### config.mk
export PLATFORM = sky130hd
export DESIGN_NAME = muldiv_unit
export DESIGN_NICKNAME = d
export VERILOG_FILES = /design/src/rtl/muldiv_unit.sv
export SDC_FILE = /design/constraint.sdc
export NUM_CORES = 1
export LEC_CHECK = 0
export BUFFER_PORTS_ARGS = -buffer_cell sky130_fd_sc_hd__buf_2
export CORE_ASPECT_RATIO = 0.5
export CORE_MARGIN = 5
export CORE_UTILIZATION = 50
export CTS_CLUSTER_DIAMETER = 120
export CTS_CLUSTER_SIZE = 40
export DETAILED_ROUTE_END_ITERATION = 10
export PLACE_DENSITY = 0.77
export SLEW_MARGIN = 20
export SYNTH_ARGS = -nofsm -noshare
export SYNTH_HDL_FRONTEND = slang
export SYNTH_SLANG_ARGS = --single-unit
### constraint.sdc
create_clock -name clk -period 11.1 [get_ports clk]
set_input_delay 0 -clock clk [delete_from_list [all_inputs] [get_ports clk]]
set_output_delay 0 -clock clk [all_outputs]
set_load 0.02 [all_outputs]
### src/rtl/muldiv_unit.sv
// muldiv_unit -- iterative RV32M execution unit for the EX stage.
//
// All eight M-extension ops share one datapath: multiplies are an unsigned
// shift-add of operand magnitudes into a 2N-bit accumulator, divides are a
// restoring division of magnitudes. One bit is processed per cycle, then a
// FIX cycle applies signs and RISC-V special-case results.
//
// Ports:
//   clk, rst        rising-edge clock, synchronous active-high reset
//   i_Start         M-type instruction present in EX
//   i_Funct3        op select (MUL, MULH, MULHSU, MULHU, DIV, DIVU, REM, REMU)
//   i_Read1/2       rs1 / rs2 operands (already forwarded)
//   i_Rd            destination register
//   i_Flush         abort the operation in flight
//   o_ctrl_EX_Busy  stall request to hazard detection
//   o_Done          one-cycle result-valid pulse
//   o_Result, o_Rd  registered result and its destination register
//
// Build option: define MULDIV_EARLY_OUT_EN to let divide-by-zero and signed
// overflow complete straight from IDLE (result in cycle 1).

module muldiv_unit #(
  parameter int DATA_WIDTH = 32
) (
  input  logic                  clk,
  input  logic                  rst,
  input  logic                  i_Start,
  input  logic [2:0]            i_Funct3,
  input  logic [DATA_WIDTH-1:0] i_Read1,
  input  logic [DATA_WIDTH-1:0] i_Read2,
  input  logic [4:0]            i_Rd,
  input  logic                  i_Flush,
  output logic                  o_ctrl_EX_Busy,
  output logic                  o_Done,
  output logic [DATA_WIDTH-1:0] o_Result,
  output logic [4:0]            o_Rd
);

  localparam int N  = DATA_WIDTH;
  localparam int CW = (N > 1) ? $clog2(N) : 1;
  localparam logic [CW-1:0] LAST    = CW'(N - 1);
  localparam logic [N-1:0]  MIN_NEG = {1'b1, {(N-1){1'b0}}};

  typedef enum logic [1:0] {IDLE, CALC, FIX, DONE} state_t;

  state_t        state_reg;
  logic [CW-1:0] count_reg;
  logic [2:0]    funct3_reg;
  logic          neg_a_reg, neg_b_reg, special_reg;
  logic [N-1:0]  op_mag_reg;   // multiplicand (mul) or divisor (div)
  logic [N:0]    acc_hi_reg;   // product high half / partial remainder
  logic [N-1:0]  acc_lo_reg;   // multiplier bits (mul) or dividend->quotient (div)
  logic [N-1:0]  forced_reg;   // special-case result decided at accept
  logic [4:0]    rd_pend_reg;
  logic          done_reg;
  logic [N-1:0]  result_reg;
  logic [4:0]    rd_reg;

  // ---------------- accept-time decode ----------------
  logic         in_sign_a, in_sign_b, in_neg_a, in_neg_b;
  logic         in_is_div, in_div0, in_ovf, in_special;
  logic [N-1:0] in_mag_a, in_mag_b, in_forced;

  always_comb begin
    in_is_div = i_Funct3[2];
    in_sign_a = 1'b0;
    in_sign_b = 1'b0;
    case (i_Funct3)
      3'b000, 3'b001, 3'b100, 3'b110: begin
        in_sign_a = 1'b1;
        in_sign_b = 1'b1;
      end
      3'b010:  in_sign_a = 1'b1;   // MULHSU: only rs1 is signed
      default: ;
    endcase
    in_neg_a   = in_sign_a & i_Read1[N-1];
    in_neg_b   = in_sign_b & i_Read2[N-1];
    in_mag_a   = in_neg_a ? -i_Read1 : i_Read1;
    in_mag_b   = in_neg_b ? -i_Read2 : i_Read2;
    in_div0    = in_is_div & (i_Read2 == '0);
    in_ovf     = in_is_div & ~i_Funct3[0] & (i_Read1 == MIN_NEG) & (&i_Read2);
    in_special = in_div0 | in_ovf;
    // funct3[1] distinguishes REM/REMU from DIV/DIVU.
    if (in_div0) in_forced = i_Funct3[1] ? i_Read1 : '1;
    else         in_forced = i_Funct3[1] ? '0 : i_Read1;
  end

  // ---------------- per-cycle datapath ----------------
  logic [N:0] mul_sum, div_shift, div_trial;

  always_comb begin
    // acc_hi_reg[N] is always 0 in multiply mode, so the full register can feed the adder.
    mul_sum   = acc_hi_reg + {1'b0, {N{acc_lo_reg[0]}} & op_mag_reg};
    div_shift = {acc_hi_reg[N-1:0], acc_lo_reg[N-1]};
    // Bit N of the trial set means the subtraction went negative: restore.
    div_trial = div_shift - {1'b0, op_mag_reg};
  end

  // ---------------- sign fix-up ----------------
  logic [2*N-1:0] product, prod_fix;
  logic [N-1:0]   quo, rem, fix_result;

  always_comb begin
    product  = {acc_hi_reg[N-1:0], acc_lo_reg};
    prod_fix = (neg_a_reg ^ neg_b_reg) ? -product : product;
    quo      = acc_lo_reg;
    rem      = acc_hi_reg[N-1:0];
    if (special_reg)
      fix_result = forced_reg;
    else if (funct3_reg[2])
      fix_result = funct3_reg[1] ? (neg_a_reg ? -rem : rem)
                                 : ((neg_a_reg ^ neg_b_reg) ? -quo : quo);
    else if (funct3_reg[1:0] == 2'b00)
      fix_result = prod_fix[N-1:0];
    else
      fix_result = prod_fix[2*N-1:N];
  end

  // ---------------- control and state ----------------
  always_ff @(posedge clk) begin
    if (rst) begin
      state_reg   <= IDLE;
      count_reg   <= '0;
      done_reg    <= 1'b0;
      result_reg  <= '0;
      rd_reg      <= '0;
      funct3_reg  <= '0;
      neg_a_reg   <= 1'b0;
      neg_b_reg   <= 1'b0;
      special_reg <= 1'b0;
      op_mag_reg  <= '0;
      acc_hi_reg  <= '0;
      acc_lo_reg  <= '0;
      forced_reg  <= '0;
      rd_pend_reg <= '0;
    end else begin
      done_reg <= 1'b0;
      case (state_reg)
        IDLE: begin
          if (i_Start && !i_Flush) begin
            funct3_reg  <= i_Funct3;
            rd_pend_reg <= i_Rd;
            neg_a_reg   <= in_neg_a;
            neg_b_reg   <= in_neg_b;
            special_reg <= in_special;
            forced_reg  <= in_forced;
            count_reg   <= '0;
            acc_hi_reg  <= '0;
            acc_lo_reg  <= in_is_div ? in_mag_a : in_mag_b;
            op_mag_reg  <= in_is_div ? in_mag_b : in_mag_a;
`ifdef MULDIV_EARLY_OUT_EN
            if (in_special) begin
              state_reg  <= DONE;
              done_reg   <= 1'b1;
              result_reg <= in_forced;
              rd_reg     <= i_Rd;
            end else begin
              state_reg <= CALC;
            end
`else
            state_reg <= CALC;
`endif
          end
        end
        CALC: begin
          if (i_Flush) begin
            state_reg <= IDLE;
            count_reg <= '0;
          end else begin
            if (funct3_reg[2]) begin
              acc_lo_reg <= {acc_lo_reg[N-2:0], ~div_trial[N]};
              acc_hi_reg <= div_trial[N] ? div_shift : div_trial;
            end else begin
              acc_hi_reg <= {1'b0, mul_sum[N:1]};
              acc_lo_reg <= {mul_sum[0], acc_lo_reg[N-1:1]};
            end
            if (count_reg == LAST) begin
              count_reg <= '0;
              state_reg <= FIX;
            end else begin
              count_reg <= count_reg + CW'(1);
            end
          end
        end
        FIX: begin
          if (i_Flush) begin
            state_reg <= IDLE;
          end else begin
            result_reg <= fix_result;
            rd_reg     <= rd_pend_reg;
            done_reg   <= 1'b1;
            state_reg  <= DONE;
          end
        end
        DONE:    state_reg <= IDLE;
        default: state_reg <= IDLE;
      endcase
    end
  end

  // Busy drops in DONE so the pipeline advances and captures the result.
  assign o_ctrl_EX_Busy = ((state_reg == IDLE) && i_Start) ||
                          (state_reg == CALC) || (state_reg == FIX);
  assign o_Done   = done_reg;
  assign o_Result = result_reg;
  assign o_Rd     = rd_reg;

endmodule

==> results of run 1 <==
path summary, 6_finish.rpt:
path               endpoint  slack [ns]  depth (start not counted)
max reg2reg  acc_hi_reg[31]        5.87                         19
min reg2reg     o_Result[5]        0.44                          2
max          acc_hi_reg[31]        5.87                         19
min          forced_reg[24]        0.02                          5
cell usage in the layout (no fill, tap or decap), drive strengths merged, types with 11 or more instances in the layout:
| master | count |
|---|---|
| nand2 | 232 |
| dlygate4sd3 | 15 |
| clkinv | 11 |
| xnor2 | 110 |
| nor4 | 22 |
| nand2b | 30 |
| o21ai | 170 |
| buf | 142 |
| ha | 72 |
| inv | 73 |
| o31ai | 24 |
| a21oi | 229 |
| nand3 | 24 |
| o211ai | 43 |
| mux2i | 60 |
| or2 | 11 |
| or3 | 32 |
| a211oi | 44 |
| a22oi | 17 |
| o21a | 11 |
| nor2 | 298 |
| maj3 | 29 |
| clkbuf | 17 |
| or4 | 11 |
| nor2b | 14 |
| dfxtp | 185 |
| and2 | 15 |
| a31oi | 21 |
| o221ai | 11 |
| xor2 | 94 |
| a311oi | 11 |
| nand4 | 17 |
| nor3 | 72 |
| a21o | 28 |
worst reg2reg max path: cells and delay by family (launching register included):
family                   cells  cell delay, ns
buffers and inverters        3            0.93
AND/OR/NAND/NOR              4            0.49
flip-flops                   1            0.51
AO/OA/AOI/OAI                9            2.44
adder cells (fa/ha/maj)      3            0.76
cell usage after synthesis (7+ instances only):
cell type / count / area [µm²]
nand2b_1: 30 / 187.7
mux2_2: 7 / 78.83
a221oi_1: 8 / 70.07
nor2b_1: 14 / 87.58
o41ai_1: 8 / 70.07
and2_1: 15 / 93.84
clkbuf_1: 144 / 540.5
ha_1: 72 / 900.9
a22oi_1: 17 / 127.6
a21oi_1: 229 / 1146
o22ai_1: 7 / 43.79
nand4_1: 17 / 106.4
nand2_1: 231 / 867.1
nor4_1: 19 / 118.9
or3_1: 32 / 200.2
and3_1: 8 / 50.05
xor2_1: 94 / 823.3
a311oi_1: 11 / 96.34
o31ai_1: 24 / 180.2
buf_1: 13 / 48.80
xnor2_1: 110 / 963.4
o211ai_1: 43 / 322.8
o221ai_1: 11 / 96.34
or2_2: 11 / 68.82
nand3_1: 24 / 120.1
a21o_1: 28 / 210.2
a31oi_1: 21 / 131.4
dfxtp_1: 185 / 3704
maj3_1: 29 / 290.3
nor2_1: 298 / 1119
mux2i_1: 60 / 600.6
nor3_1: 71 / 355.3
a211oi_1: 44 / 330.3
inv_1: 67 / 251.5
o21a_1: 11 / 82.58
o21ai_0: 165 / 825.8
or4_1: 9 / 67.56
layer usage:
metal | vias to the layer above | GRT usage, % | wire (µm) | part of all wire (%)
met4 | 4 | 9.532 | 1808 | 2.9
li1 | 8145 | - | - | -
met5 | - | 0 | 27 | 0.044
met3 | 139 | 9.350 | 8258 | 13
met1 | 8229 | 46.39 | 26400 | 43
met2 | 1060 | 48.29 | 25220 | 41
layout make-up:
type / count / area (µm²) / area share (%)
multi-input combinational: 1862 / 11670 / 65.81
tap: 432 / 540.5 / 3.049
timing repair buffer: 157 / 933.4 / 5.265
clock buffer: 17 / 425.4 / 2.400
inverter: 69 / 259.0 / 1.461
sequential: 185 / 3707 / 20.91
clock inverter: 15 / 195.2 / 1.101
where the power goes:
part / internal [mW] / total (mW) / switching, mW
clock network: 0.309 / 0.653 / 0.344
registers: 0.690 / 0.731 / 0.0409
logic: 0.180 / 0.514 / 0.333
total: 1.18 / 1.90 / 0.719
stage by stage:
step / worst slack [ns] / total power, mW / hold slack (ns)
finish: 5.874 / 1.897 / 0.01817
floorplan: 6.629 / 1.074 / 0.1360
global placement: 6.099 / 1.225 / 0.2429
global route: 5.526 / 1.960 / 0.01769
detailed placement: 5.951 / 1.230 / 0.2479
CTS: 5.917 / 1.873 / 0.0006792
cell families after synthesis:
logic type | Yosys count | share of synthesized area [%]
AOI/OAI and AO/OA | 679 | 25.76
xor gates and xnor gates | 204 | 11.00
adders and majority gates | 103 | 7.583
buffers and inverters | 233 | 5.479
DFF | 185 | 22.81
muxes | 67 | 4.185
and+or+nand+nor | 809 | 23.17
==> results.py, run 1 <==
metrics = {
    "logic_synthesis": {
        "synth_flop_cell": "dfxtp_1",
        "synthDistinctLibCells": 78,
        "syn_area_per_cell_um2": 7.121,
        "synth_edf_count": 0,
        "netlist_instances": 2280,
        "synthArstFlopShare_pct": 0,
        "synth_warnings": 0,
        "synth-seq-cells": 185,
        "synth_seq_area_share_pct": 22.81,
        "syn_area_mm2": 0.01624,
        "syn_nets": 2430,
    },
    "setup_path": {
        "end_kind": "flop",
        "start_kind": "flop",
        "path_max_fanout": 37,
        "crit_arrival_ns": 5.58,
        "crit_path_frequent_cell": "o21ai_0",
        "worstSetupStartpoint": "acc_lo_reg[31]",
        "worstPathRequired_ns": 11.46,
        "crit_buf_inv": 3,
        "cp_cell_sequence": "inv_1 > ha_1 > fa_1 > nor2b_1 > o31a_1 > o21ai_0 > o21ai_0 > o21ai_0 > o41ai_1 > a21oi_1 > nor2b_1 > o211ai_1 > nand2_1 > ha_1 > buf_4 > inv_1 > o31ai_1 > nor3_1 > a221o_1",
        "cp_slowest_cell": "o41ai_1",
        "critPathTopFamily": "compound AO/OA/AOI/OAI gates",
        "r2r-start": "acc_lo_reg[31]",
        "worstSetupPathType": "reg2reg",
        "cp_slowest_stage_delay_ns": 0.55,
    },
    "layout": {
        "nets": 2442,
        "fin_area_mm2": 0.01773,
        "largest_reg_flops": 33,
        "fin_util_pct": 55.70,
        "area_delta_synth_final_pct": 9.194,
        "fill_cells": 3024,
        "layout-drive-gt1-share_pct": 9.414,
        "finalNonFillerCells": 2737,
        "diodes": 0,
    },
    "routing": {
        "drt_iter0_drc": 2493,
        "ant_nets": 0,
        "dr.pass1.iters": 6,
        "via_per_inst": 6.422,
        "wirelength_um": 61720,
        "drc_errors": 0,
        "wl_per_cell_um": 22.55,
        "num_vias": 17580,
    },
    "floorplan": {
        "core-area_mm2": 0.03183,
        "row_count": 46,
        "start_util_pct": 51.01,
        "fp.dieArea_mm2": 0.03639,
        "dieWidth_um": 264.8,
        "boundaryPins": 115,
        "die_h_um": 137.4,
    },
    "clock_tree": {
        "cts_buffers": 17,
        "cts_root_buffer": "clkbuf_16",
        "clock_latency_ns": 0.48,
        "ctsResizeCount": 0,
        "htree_levels": 4,
        "post-cts-setup-buffer-count": 0,
        "cts_tree": "yes",
        "hold_buffers": 15,
        "clock_sinks": 185,
        "max-clock-path-buffers": 2,
        "cts.clk_slew.worst_paths_ns": 0.08,
    },
    "place": {
        "globalplace.congestion": 1.012,
        "dp_cells": 2690,
        "placed_area_mm2": 0.01696,
        "place_hpwl_um": 45760,
        "port_buffers": 114,
    },
    "sta": {
        "finalCritPeriodShare_pct": 47.08,
        "hold_viol": 0,
        "max_freq_mhz": 191.3,
        "tightest_slew_ns": 1.035,
        "fin_crit_ns": 5.226,
        "fin_worst_skew_ns": 0.01630,
        "finalSetupTns_ns": 0,
        "setup_viol": 0,
        "slew_viol_final": 0,
        "slew_headroom_pct": 30.56,
        "rsz0062_at_grt": "no",
    },
    "grt": {
        "first_global_vias": 15800,
        "grt_overflow": 0,
        "track_usage_pct": 32.67,
        "grt_pass1_wl_um": 93200,
        "antenna_found_initial": 2,
        "grt_max_degree": 77,
    },
    "min_path": {
        "hold_path_class": "in2reg",
        "hold_path_startpoint": "i_Read1[24]",
    },
    "power": {
        "p_per_area_mw_per_mm2": 107.0,
        "ir_worst_vdd_mv": 0.07380,
        "p_leak_nw": 6.988,
    },
    "flow_run": {
        "drv_cap": 0,
    },
    "status": {
        "status": "finished, final reports clean",
    },
}
Power figures use the tool's default switching activity.
==> run 2: changes to the inputs <==
- PLACE_DENSITY: 0.77 -> 0.8
- clock period: 11.1 -> 4.5 ns (I/O delays scaled with it)
==> results.py, run 2 (synthesis results as in run 1) <==
metrics = {
    "status": {
        "status": "finished, final reports clean",
    },
    "setup_path": {
        "cp_slowest_cell": "o41ai_2",
        "critPathTopFamily": "compound AO/OA/AOI/OAI gates",
        "worstPathRequired_ns": 4.84,
        "start_kind": "flop",
        "end_kind": "flop",
        "crit_arrival_ns": 4.56,
        "cp_slowest_stage_delay_ns": 0.44,
        "crit_buf_inv": 2,
        "path_max_fanout": 26,
        "worstSetupPathType": "reg2reg",
        "cp_cell_sequence": "inv_1 > ha_1 > fa_1 > nor2b_1 > o31a_1 > o21ai_0 > o21ai_1 > o21ai_0 > o41ai_2 > a21oi_1 > nor2b_1 > o211ai_1 > nand2_1 > ha_1 > buf_4 > a21oi_1 > mux2i_1 > nor2_1 > a221o_1",
    },
    "sta": {
        "hold_viol": 0,
        "fin_worst_skew_ns": 0.01749,
        "slew_headroom_pct": 22.70,
        "max_freq_mhz": 236.9,
        "fin_crit_ns": 4.222,
        "tightest_slew_ns": 1.152,
        "slew_viol_final": 0,
        "setup_viol": 0,
        "finalSetupTns_ns": 0,
        "finalCritPeriodShare_pct": 93.82,
        "rsz0062_at_grt": "no",
    },
    "layout": {
        "final_common_cell": "nor2_1",
        "nets": 2477,
        "layout-drive-gt1-share_pct": 10.94,
        "largest_reg_flops": 33,
        "diodes": 0,
        "fill_cells": 2972,
        "final_cell_mix": "nor2_1, nand2_1, a21oi_1",
        "area_delta_synth_final_pct": 10.91,
        "fin_area_mm2": 0.01801,
    },
    "floorplan": {
        "start_util_pct": 51.01,
        "dieWidth_um": 264.8,
        "fp.dieArea_mm2": 0.03639,
        "boundaryPins": 115,
        "row_count": 46,
        "core-area_mm2": 0.03183,
        "die_h_um": 137.4,
    },
    "clock_tree": {
        "cts_buffers": 17,
        "clock_latency_ns": 0.47,
        "cts.clk_slew.worst_paths_ns": 0.08,
        "htree_levels": 4,
        "cts_root_buffer": "clkbuf_16",
        "cts_tree": "yes",
        "clock_sinks": 185,
        "max-clock-path-buffers": 2,
    },
    "grt": {
        "track_usage_pct": 32.85,
        "grt_max_degree": 77,
        "antenna_found_initial": 1,
        "grt_overflow": 0,
        "grt_pass1_wl_um": 94230,
        "first_global_vias": 16390,
    },
    "routing": {
        "ant_nets": 0,
        "drt_iter0_drc": 2810,
        "wl_per_cell_um": 22.30,
        "num_vias": 18040,
        "via_per_inst": 6.509,
        "dr.pass1.iters": 6,
        "drc_errors": 0,
        "wirelength_um": 61810,
    },
    "power": {
        "p_leak_nw": 7.185,
        "p_per_area_mw_per_mm2": 259.6,
        "ir_worst_vdd_mv": 0.1786,
    },
    "flow_run": {
        "drv_cap": 0,
    },
    "place": {
        "placed_area_mm2": 0.01725,
        "globalplace.congestion": 1.061,
        "port_buffers": 114,
        "place_hpwl_um": 46290,
    },
    "min_path": {
        "hold_path_class": "in2reg",
    },
}
==> run 2: cell count changes in the layout (fill, tap and decap cells not counted), sizes merged <==
cell,before,now
buf,142,179
inv,73,74
clkinv,11,10
dlygate4sd3,15,13
==> run 2: cell type report <==
cell class	count	area, µm²	area share, %
clock buffer	17	425.4	2.362
clock inverter	15	190.2	1.056
inverter	69	259.0	1.438
multi-input combinational	1862	11680	64.87
sequential	185	3707	20.59
tap	432	540.5	3.002
timing repair buffer	192	1204	6.684
==> run 2: where the power goes <==
part | internal, mW | total (mW) | switching, mW
registers | 1.70 | 1.80 | 0.0987
logic | 0.461 | 1.29 | 0.831
clock network | 0.761 | 1.58 | 0.820
==> run 2: repair_timing <==
action / 4_1_cts / 5_1_grt
hold endpoints to repair: 19 / 0
hold buffers: 13 / 0
gates resized for setup: 0 / 2
setup buffers: 0 / 0
endpoints found under the setup margin: 0 / 23
==> run 2: worst reg2reg max path: stages, from the launching register on <==
cell and delay [ns]:
dfxtp_1 0.33, inv_1 0.05, ha_1 0.19, fa_1 0.41
nor2b_1 0.16, o31a_1 0.20, o21ai_0 0.12, o21ai_1 0.28
o21ai_0 0.21, o41ai_2 0.44, a21oi_1 0.16, nor2b_1 0.18
o211ai_1 0.12, nand2_1 0.08, ha_1 0.18, buf_4 0.36
a21oi_1 0.13, mux2i_1 0.16, nor2_1 0.06, a221o_1 0.28
==> run 2: metal layers <==
layer  wire length [µm]  share of wire, %  track usage (%)  vias to the layer above
li1                   -                 -                -                     8197
met1              24790                40            45.11                     8407
met2              25270                41            49.07                     1220
met3               9205                15            10.01                      216
met4               2538               4.1            11.63                        2
met5                  8             0.013                0                        -
==> run 2: stage by stage <==
stage,instances,worst slack [ns],power [mW],utilization [%],hold WS (ns)
after floorplan,2280,0.02929,2.649,-,0.1360
after global placement,2727,0.3557,3.039,54.19,0.2407
final,2772,0.2781,4.675,56.58,0.01855
after CTS,2772,0.1814,4.601,56.53,0.007278
after detailed placement,2727,0.2997,3.051,54.19,0.2527
after global routing,2772,0.009656,4.832,56.58,0.04678
==> run 2: final timing paths <==
check,from,cells past startpoint,slack [ns],end
min,i_Read1[0],4,0.02,forced_reg[0]
max,acc_lo_reg[31],19,0.28,acc_hi_reg[30]
max reg2reg,acc_lo_reg[31],19,0.28,acc_hi_reg[30]
min reg2reg,o_Result[7],2,0.45,o_Result[7]
